--- src/rtl/iob_timer_alarm_sched.sv ---
// Multi-channel 64-bit alarm scheduler for the IOB timer: one shared >= comparator
// scans the channels round-robin and raises pending bits, with optional periodic reload.
module iob_timer_alarm_sched #(
  parameter int unsigned N_CH   = 4,
  parameter int unsigned DATA_W = 32,
  parameter int unsigned ADDR_W = 5
) (
  input  logic                  clk,
  input  logic                  rst_n,
  input  logic                  valid,
  input  logic [ADDR_W-1:0]     address,
  input  logic [DATA_W-1:0]     wdata,
  input  logic [DATA_W/8-1:0]   wstrb,
  output logic [DATA_W-1:0]     rdata,
  output logic                  ready,
  input  logic [63:0]           timer_value,
  output logic                  irq
);

  localparam int unsigned STRB_W = DATA_W / 8;
  localparam int unsigned PTR_W  = (N_CH > 1) ? $clog2(N_CH) : 1;
  localparam int unsigned CH_W   = ADDR_W - 2;

  logic [31:0]       cmp_lo_q [N_CH];
  logic [31:0]       cmp_hi_q [N_CH];
  logic [31:0]       period_q [N_CH];
  logic [31:0]       cmp_lo_d [N_CH];
  logic [31:0]       cmp_hi_d [N_CH];
  logic [31:0]       period_d [N_CH];
  logic [N_CH-1:0]   en_q, en_d, pend_q, pend_d, mask_q, mask_d;
  logic [PTR_W-1:0]  ptr_q, ptr_d;
  logic              irq_d;

  logic [DATA_W-1:0] bmask;
  logic [31:0]       wr32, m32, rd32;
  logic              wr_en, ch_addr, pend_addr, mask_addr;
  logic [CH_W-1:0]   ch_idx;
  logic [PTR_W-1:0]  ch_sel;
  logic [1:0]        reg_k;
  logic [63:0]       cur_cmp, next_cmp;
  logic              hit, hit_blocked, hit_ok;

  function automatic logic [31:0] merge32(input logic [31:0] old, input logic [31:0] wr,
                                          input logic [31:0] m);
    return (old & ~m) | (wr & m);
  endfunction

  // Bus decode and byte-lane mask
  always_comb begin
    bmask = '0;
    for (int b = 0; b < STRB_W; b++) bmask[8*b +: 8] = {8{wstrb[b]}};
    wr32      = 32'(wdata);
    m32       = 32'(bmask);
    wr_en     = valid && (|wstrb);
    ch_idx    = address[ADDR_W-1:2];
    ch_sel    = PTR_W'(ch_idx);
    reg_k     = address[1:0];
    ch_addr   = (ch_idx < CH_W'(N_CH));
    pend_addr = (address == ADDR_W'(16));
    mask_addr = (address == ADDR_W'(17));
  end

  // Shared comparator; a CPU write to the scanned channel's CMP/CTRL discards its hit
  assign cur_cmp     = {cmp_hi_q[ptr_q], cmp_lo_q[ptr_q]};
  assign next_cmp    = cur_cmp + {32'd0, period_q[ptr_q]};
  assign hit         = en_q[ptr_q] && (timer_value >= cur_cmp);
  assign hit_blocked = wr_en && ch_addr && (ch_sel == ptr_q) && (reg_k != 2'd2);
  assign hit_ok      = hit && !hit_blocked;

  // Next-state: CPU writes first, then the hit (which never collides with a CMP/CTRL write)
  always_comb begin
    for (int i = 0; i < N_CH; i++) begin
      cmp_lo_d[i] = cmp_lo_q[i];
      cmp_hi_d[i] = cmp_hi_q[i];
      period_d[i] = period_q[i];
    end
    en_d   = en_q;
    pend_d = pend_q;
    mask_d = mask_q;
    ptr_d  = (ptr_q == PTR_W'(N_CH - 1)) ? '0 : ptr_q + PTR_W'(1);

    if (wr_en) begin
      if (ch_addr) begin
        case (reg_k)
          2'd0:    cmp_lo_d[ch_sel] = merge32(cmp_lo_q[ch_sel], wr32, m32);
          2'd1:    cmp_hi_d[ch_sel] = merge32(cmp_hi_q[ch_sel], wr32, m32);
          2'd2:    period_d[ch_sel] = merge32(period_q[ch_sel], wr32, m32);
          default: en_d[ch_sel]     = m32[0] ? wr32[0] : en_q[ch_sel];
        endcase
      end else if (pend_addr) begin
        pend_d = pend_q & ~N_CH'(wr32 & m32);
      end else if (mask_addr) begin
        mask_d = N_CH'(merge32(32'(mask_q), wr32, m32));
      end
    end

    if (hit_ok) begin
      pend_d[ptr_q] = 1'b1;
      if (period_q[ptr_q] != 32'd0) begin
        cmp_lo_d[ptr_q] = next_cmp[31:0];
        cmp_hi_d[ptr_q] = next_cmp[63:32];
      end else begin
        en_d[ptr_q] = 1'b0;
      end
    end

    irq_d = |(pend_d & mask_d);
  end

  // Read mux
  always_comb begin
    rd32 = '0;
    if (ch_addr) begin
      case (reg_k)
        2'd0:    rd32 = cmp_lo_q[ch_sel];
        2'd1:    rd32 = cmp_hi_q[ch_sel];
        2'd2:    rd32 = period_q[ch_sel];
        default: rd32 = {31'd0, en_q[ch_sel]};
      endcase
    end else if (pend_addr) begin
      rd32 = 32'(pend_q);
    end else if (mask_addr) begin
      rd32 = 32'(mask_q);
    end
  end

  always_ff @(posedge clk or negedge rst_n) begin
    if (!rst_n) begin
      for (int i = 0; i < N_CH; i++) begin
        cmp_lo_q[i] <= '0;
        cmp_hi_q[i] <= '0;
        period_q[i] <= '0;
      end
      en_q   <= '0;
      pend_q <= '0;
      mask_q <= '0;
      ptr_q  <= '0;
      irq    <= 1'b0;
      ready  <= 1'b0;
      rdata  <= '0;
    end else begin
      for (int i = 0; i < N_CH; i++) begin
        cmp_lo_q[i] <= cmp_lo_d[i];
        cmp_hi_q[i] <= cmp_hi_d[i];
        period_q[i] <= period_d[i];
      end
      en_q   <= en_d;
      pend_q <= pend_d;
      mask_q <= mask_d;
      ptr_q  <= ptr_d;
      irq    <= irq_d;
      ready  <= valid;
      rdata  <= valid ? DATA_W'(rd32) : '0;
    end
  end

endmodule

--- config.mk ---
export PLATFORM = sky130hd
export DESIGN_NAME = iob_timer_alarm_sched
export DESIGN_NICKNAME = d
export VERILOG_FILES = /design/src/rtl/iob_timer_alarm_sched.sv
export SDC_FILE = /design/constraint.sdc
export NUM_CORES = 2
export LEC_CHECK = 0
export ABC_AREA = 1
export BUFFER_PORTS_ARGS = -buffer_cell sky130_fd_sc_hd__buf_4
export CELL_PAD_IN_SITES_DETAIL_PLACEMENT = 0
export CELL_PAD_IN_SITES_GLOBAL_PLACEMENT = 1
export CORE_AREA = 2 2 300 213
export DETAILED_ROUTE_END_ITERATION = 6
export DIE_AREA = 0 0 302 215
export PLACE_DENSITY_LB_ADDON = 0.1
export SETUP_SLACK_MARGIN = 0.5
export SYNTH_ARGS = -nofsm -noshare
export SYNTH_HDL_FRONTEND = slang
export SYNTH_SLANG_ARGS = --single-unit
--- constraint.sdc ---
create_clock -name clk -period 6.7 [get_ports clk]
set_clock_uncertainty 0.1 [all_clocks]
set_input_delay 1.005 -clock clk [delete_from_list [all_inputs] [get_ports clk]]
set_output_delay 1.005 -clock clk [all_outputs]
set_load 0.01 [all_outputs]
# Yosys cells after proc, flatten, opt, wreduce, memory -nomap -nowiden
# Cells that the tools add are included.
# classes
div	0
n_shift	0
add_sub_neg	2
n_eq_ne	7
n_mux	66
n_mul	0
bitwise_logic	18
reduce_logical	17
n_lt_le_gt_ge	10
# op_table
op	count
$mux W128	10
$bwmux W128	5
$mux W32	16
$bmux W32 S2	6
$and A32 B32 Y32	4
$demux W32 S2	2
$or A32 B32 Y32	3
$pmux W32 S3	1
$add A64 B32 Y64	1
$ge A64 B64 Y1	1
$mux W4	15
$not A32 Y32	1
$reduce_bool A32 Y1	1
$and A4 B4 Y4	4
$eq A5 B5 Y1 const B	2
$logic_and A1 B1 Y1	10
$not A4 Y4	2
$or A4 B4 Y4	2
$reduce_or A4 Y1	2
$ge A3 B3 Y1 const B	2
$lt A2 B3 Y1 const B	2
$lt A3 B1 Y1 const B	2
$not A2 Y3	2
$mux W1	5
other kinds (15)	19
# totals
memories	0
mem_bits_rw	0
wordCells	139
output_inout_bits	34
latchBits	0
ff_bits	432
mem_bits_ro	0

# Longest topological paths before layout
# logic_depth
ltp_word	13
ltp_mapped	29

# Worst setup path after synthesis
# Ideal clock, no wire load.
# synth_timing
kind	reg2reg
start	reg ptr_q[1]
end	reg cmp_hi_q[102] in the netlist's numbering
t_arrival_ns	3.858
path_buffers	5
path_stages_with_launch	25
path_slack_ns	2.606
setup_ns	0.135
synth_period_minus_slack_ns	4.094
path_cell_list	dfrtp_1 buf_2 inv_2 buf_2 buf_1 clkbuf_1 buf_1 o21ai_0 o22ai_1 ha_1 inv_1 fa_1 inv_1 nand3_1 nand2_1 nand2_1 nand2_1 nand3_1 nand2_1 nand3_1 nand2_1 nand2_1 nand2_1 xor2_1 o21ai_0
# synth_lines
element	line	text
from (decl)	31	logic [PTR_W-1:0] ptr_q, ptr_d;
from (signal assigned)	150	ptr_q <= ptr_d;
to (signal, indexed assignment)	144	cmp_hi_q[i] <= cmp_hi_d[i];
to (decl)	25	logic [31:0] cmp_hi_q [N_CH];

==> impl_metrics.csv <==
group,metric,value,unit
floorplan,horizontal_die_dimension,302,um
placement,dp_hpwl,93.2,mm
cts,clkSlewWorstSetupHoldPaths,0.07,ns
critical_path,critPathLaunchType,"register",
floorplan,die-area,64900,um2
route,drtIter0Drc,4431,
synth,synth.ff_latch_count,432,
floorplan,initial_core_util,48.3,%
pwr,swShare,45.9,%
critical_path,worst_setup_path_end_kind,"register",
cts,clock_root_cell,"sky130_fd_sc_hd__clkbuf_16",
grt,vias_in_the_first_global_route,28916,
timing,final-max-slew-violation-count,0,
cts,post_cts_hold_buffer_count,0,
critical_path,worst-endpoint-required,7.06,ns
grt,grtUsageTotal,40.5,%
cells_and_area,layout-area-overhead-vs-synth,11.3,%
cells_and_area,n_fill_cell,6227,
route,route.detailed.wl_per_inst,25.1,um
route,postRouteAntennaNets,0,
cts,post_cts_resized,0,
grt,grt_antenna_before_repair,5,
timing,max-slew-margin-rel,23.6,%
cts,cts.sink_count,432,
timing,final.setup.tns,0,ns
synth,synthCells,4402,
route,drt-vias-per-instance,5.98,
cts,worstSkewPairLatency,0.62,ns
cells_and_area,regArea,10800,um2
floorplan,core_region_area,62300,um2
floorplan,die-height,215,um
pwr,vdd_drop_max,0.240,mV
pwr,p_seq_share,32.7,%
cts,post_cts.repair.setup_buffers,0,
grt,pin_count_of_the_biggest_net_entering_global_routing,145,
cells_and_area,layout-drive-gt1-share,9.05,%
cells_and_area,num-nets-final,4627,
grt,overflow,0,
pwr,power_switching,5.77,mW
placement,placed_cells_incl_taps,5197,
synth,mappedNetlistNets,4611,
timing,fin_crit,5.87,ns
outcome,outcome,"finished clean",
timing,final.hold.worst_slack,0.309,ns
critical_path,r2r_cells,19,
timing,setup_viol,0,
min_path,hold_path.class,"input port to asynchronous set/reset pin",
synth,distinct_cell_type_count_of_the_synthesized_netlist,50,
synth,synth-seq-area-share,35.9,%
cts,cts_tree,"yes",
placement,finalWeightedCongestion,0.979,
timing,worst_slew_pin_slew,1.14,ns
grt,grt_first_pass_wirelength,194,mm
route,drt_pre_antenna_iters,6,
pwr,combPwrFrac,44.9,%
critical_path,cp_data_arrival_time,6.23,ns
cts,cts_htree_levels,2,
timing,grt_setup_unrepaired,"false",
pwr,clock_power_share,22.4,%
floorplan,io_pins,142,
placement,buffer_ports.inserted,141,
timing,timing.final.crit_share,87.6,%
synth,synth.yosys.warnings,0,
critical_path,crit_type,"register to register",
timing,hold_viol,0,
critical_path,maximum_fanout_count_along_the_critical_path,65,
synth,synth_edf_count,0,
timing,maximum_frequency_from_static_timing_analysis,170,MHz
synth,synth_top_flop_cell,"sky130_fd_sc_hd__dfrtp_1",
critical_path,critical_path.n_buffers_inverters,5,
synth,post_synth_instance_area,30100,um2
critical_path,path_delay_family,"simple AND/OR/NAND/NOR gates",
pwr,power.internal,6.79,mW
critical_path,top_cell_by_count_worst_path,"sky130_fd_sc_hd__nand2_1",
cells_and_area,final-instance-count-excl-fill,5290,
critical_path,crit_chain,"inv_6 > buf_4 > nand2_1 > a32oi_2 > inv_1 > ha_1 > nand2_1 > nor2_1 > nor3b_1 > nand2_1 > nor3_1 > nand2_1 > nand2_1 > nand3_1 > nor2_4 > clkinv_2 > buf_12 > nand2_1 > o21ai_0",
cts,max-clock-path-buffers,3,
pwr,power.static_leakage,15.7,nW
floorplan,placementRows,77,
critical_path,crit_slowest_cell,"sky130_fd_sc_hd__dfrtp_4",
critical_path,timing.critical_path.depth,19,
job,cap_viol_max_count,0,
synth,post_synthesis_area_per_instance,6.85,um2
critical_path,max_incr_delay_on_cp,0.68,ns
route,remaining_drc_errors,0,
synth,proportion_of_synthesized_flip_flops_having_asynchronous_set_or_reset,100,%
route,vias,31609,
cts,cts_made_buffers,48,
pwr,pwr_density_cell,375,nW/um2
route,detail_route.wirelength,133,mm
cells_and_area,multi_input_comb_area,16700,um2
final cells by class:
type / instances / area share (%)
inverters: 444 / 5.00
clock inverters: 19 / 0.675
repair buffers: 213 / 5.09
diodes: 7 / 0.0522
multi-input cells: 3279 / 49.7
clock buffers: 67 / 4.12
flip-flops and latches: 432 / 32.3
well taps: 829 / 3.09
cell usage after synthesis (all sizes together), types with 26 or more instances:
library cell,n,share of area (%)
a21boi,26,0.65
a21oi,182,3.0
a221oi,39,1.1
a22oi,85,2.1
a32oi,50,1.8
buf,79,1.5
clkbuf,168,2.1
dfrtp,432,36
ha,100,4.2
inv,441,5.5
mux2,42,1.6
nand2,1539,19
nand3,142,2.4
nor2,223,2.8
o211ai,33,0.82
o21ai,643,11
o221ai,27,0.78
o22ai,35,0.73
xor2,31,0.98
power by group through the flow:
stage / Clock, mW / Combinational [mW] / Sequential (mW)
final: 2.81 / 5.64 / 4.11
after global routing: 2.91 / 6.17 / 4.20
after CTS: 2.81 / 5.41 / 4.07
after detailed placement: 0 / 5.37 / 4.11
after global placement: 0 / 5.37 / 4.12
after floorplan: 0 / 3.46 / 3.93
per-stage QoR:
stage	power, mW	setup WS (ns)	cell area (um2)	util, %
after floorplan	7.39	2.61	30100	-
after global placement	9.49	1.18	31900	51.2
after detailed placement	9.48	1.04	31900	51.2
after CTS	12.3	0.990	33500	53.8
after global routing	13.3	0.562	33500	53.8
final	12.6	0.828	33500	53.8
per-layer routing:
layer	global-route usage [%]	wire, um	vias up
met3	17.9	22000	203
met1	60.1	56800	14751
met4	12.1	4140	4
li1	-	-	14570
met5	0	28	-
met2	51.9	49800	2081
flip-flops by register name, indices dropped and copies added, names as in the netlist:
name	count
ptr_q	2
ready	1
period_q	128
rdata	32
pend_q	4
cmp_hi_q	128
cmp_lo_q	128
mask_q	4
irq	1
en_q	4
cell usage in the layout, fill, tap and decap left out, types with 85 or more instances in the layout:
| master | synthesis | layout |
|---|---|---|
| sky130_fd_sc_hd__a21oi_1 | 182 | 182 |
| sky130_fd_sc_hd__a22oi_1 | 85 | 85 |
| sky130_fd_sc_hd__buf_4 | 7 | 204 |
| sky130_fd_sc_hd__dfrtp_1 | 432 | 430 |
| sky130_fd_sc_hd__ha_1 | 100 | 100 |
| sky130_fd_sc_hd__inv_1 | 426 | 424 |
| sky130_fd_sc_hd__nand2_1 | 1532 | 1529 |
| sky130_fd_sc_hd__nand3_1 | 142 | 142 |
| sky130_fd_sc_hd__nor2_1 | 217 | 203 |
| sky130_fd_sc_hd__o21ai_0 | 627 | 627 |
kinds of logic (layout without fill, tap and decap cells):
group | Yosys count | in the layout | synth area share [%]
flip-flops | 432 | 432 | 35.9
AND/OR/NAND/NOR | 1929 | 1929 | 24.9
AO/OA/AOI/OAI | 1151 | 1151 | 22.5
buffers and inverters | 691 | 743 | 9.16
multiplexers | 52 | 52 | 1.90
other | 0 | 7 | 0
adder cells (fa/ha/maj) | 101 | 101 | 4.22
XOR/XNOR | 46 | 46 | 1.41
path summary, 6_finish.rpt:
check | startpoint | endpoint | slack, ns
max in group asynchronous | rst_n | cmp_lo_q[44] | 4.79
hold reg to reg | period_q[33] | period_q[33] | 0.44
min in group clk | period_q[33] | period_q[33] | 0.44
setup / recovery | ptr_q[0] | cmp_lo_q[52] | 0.83
hold / removal | rst_n | cmp_lo_q[70] | 0.31
setup reg to reg | ptr_q[0] | cmp_lo_q[52] | 0.83
No activity file was read; power rests on OpenSTA's default activity.
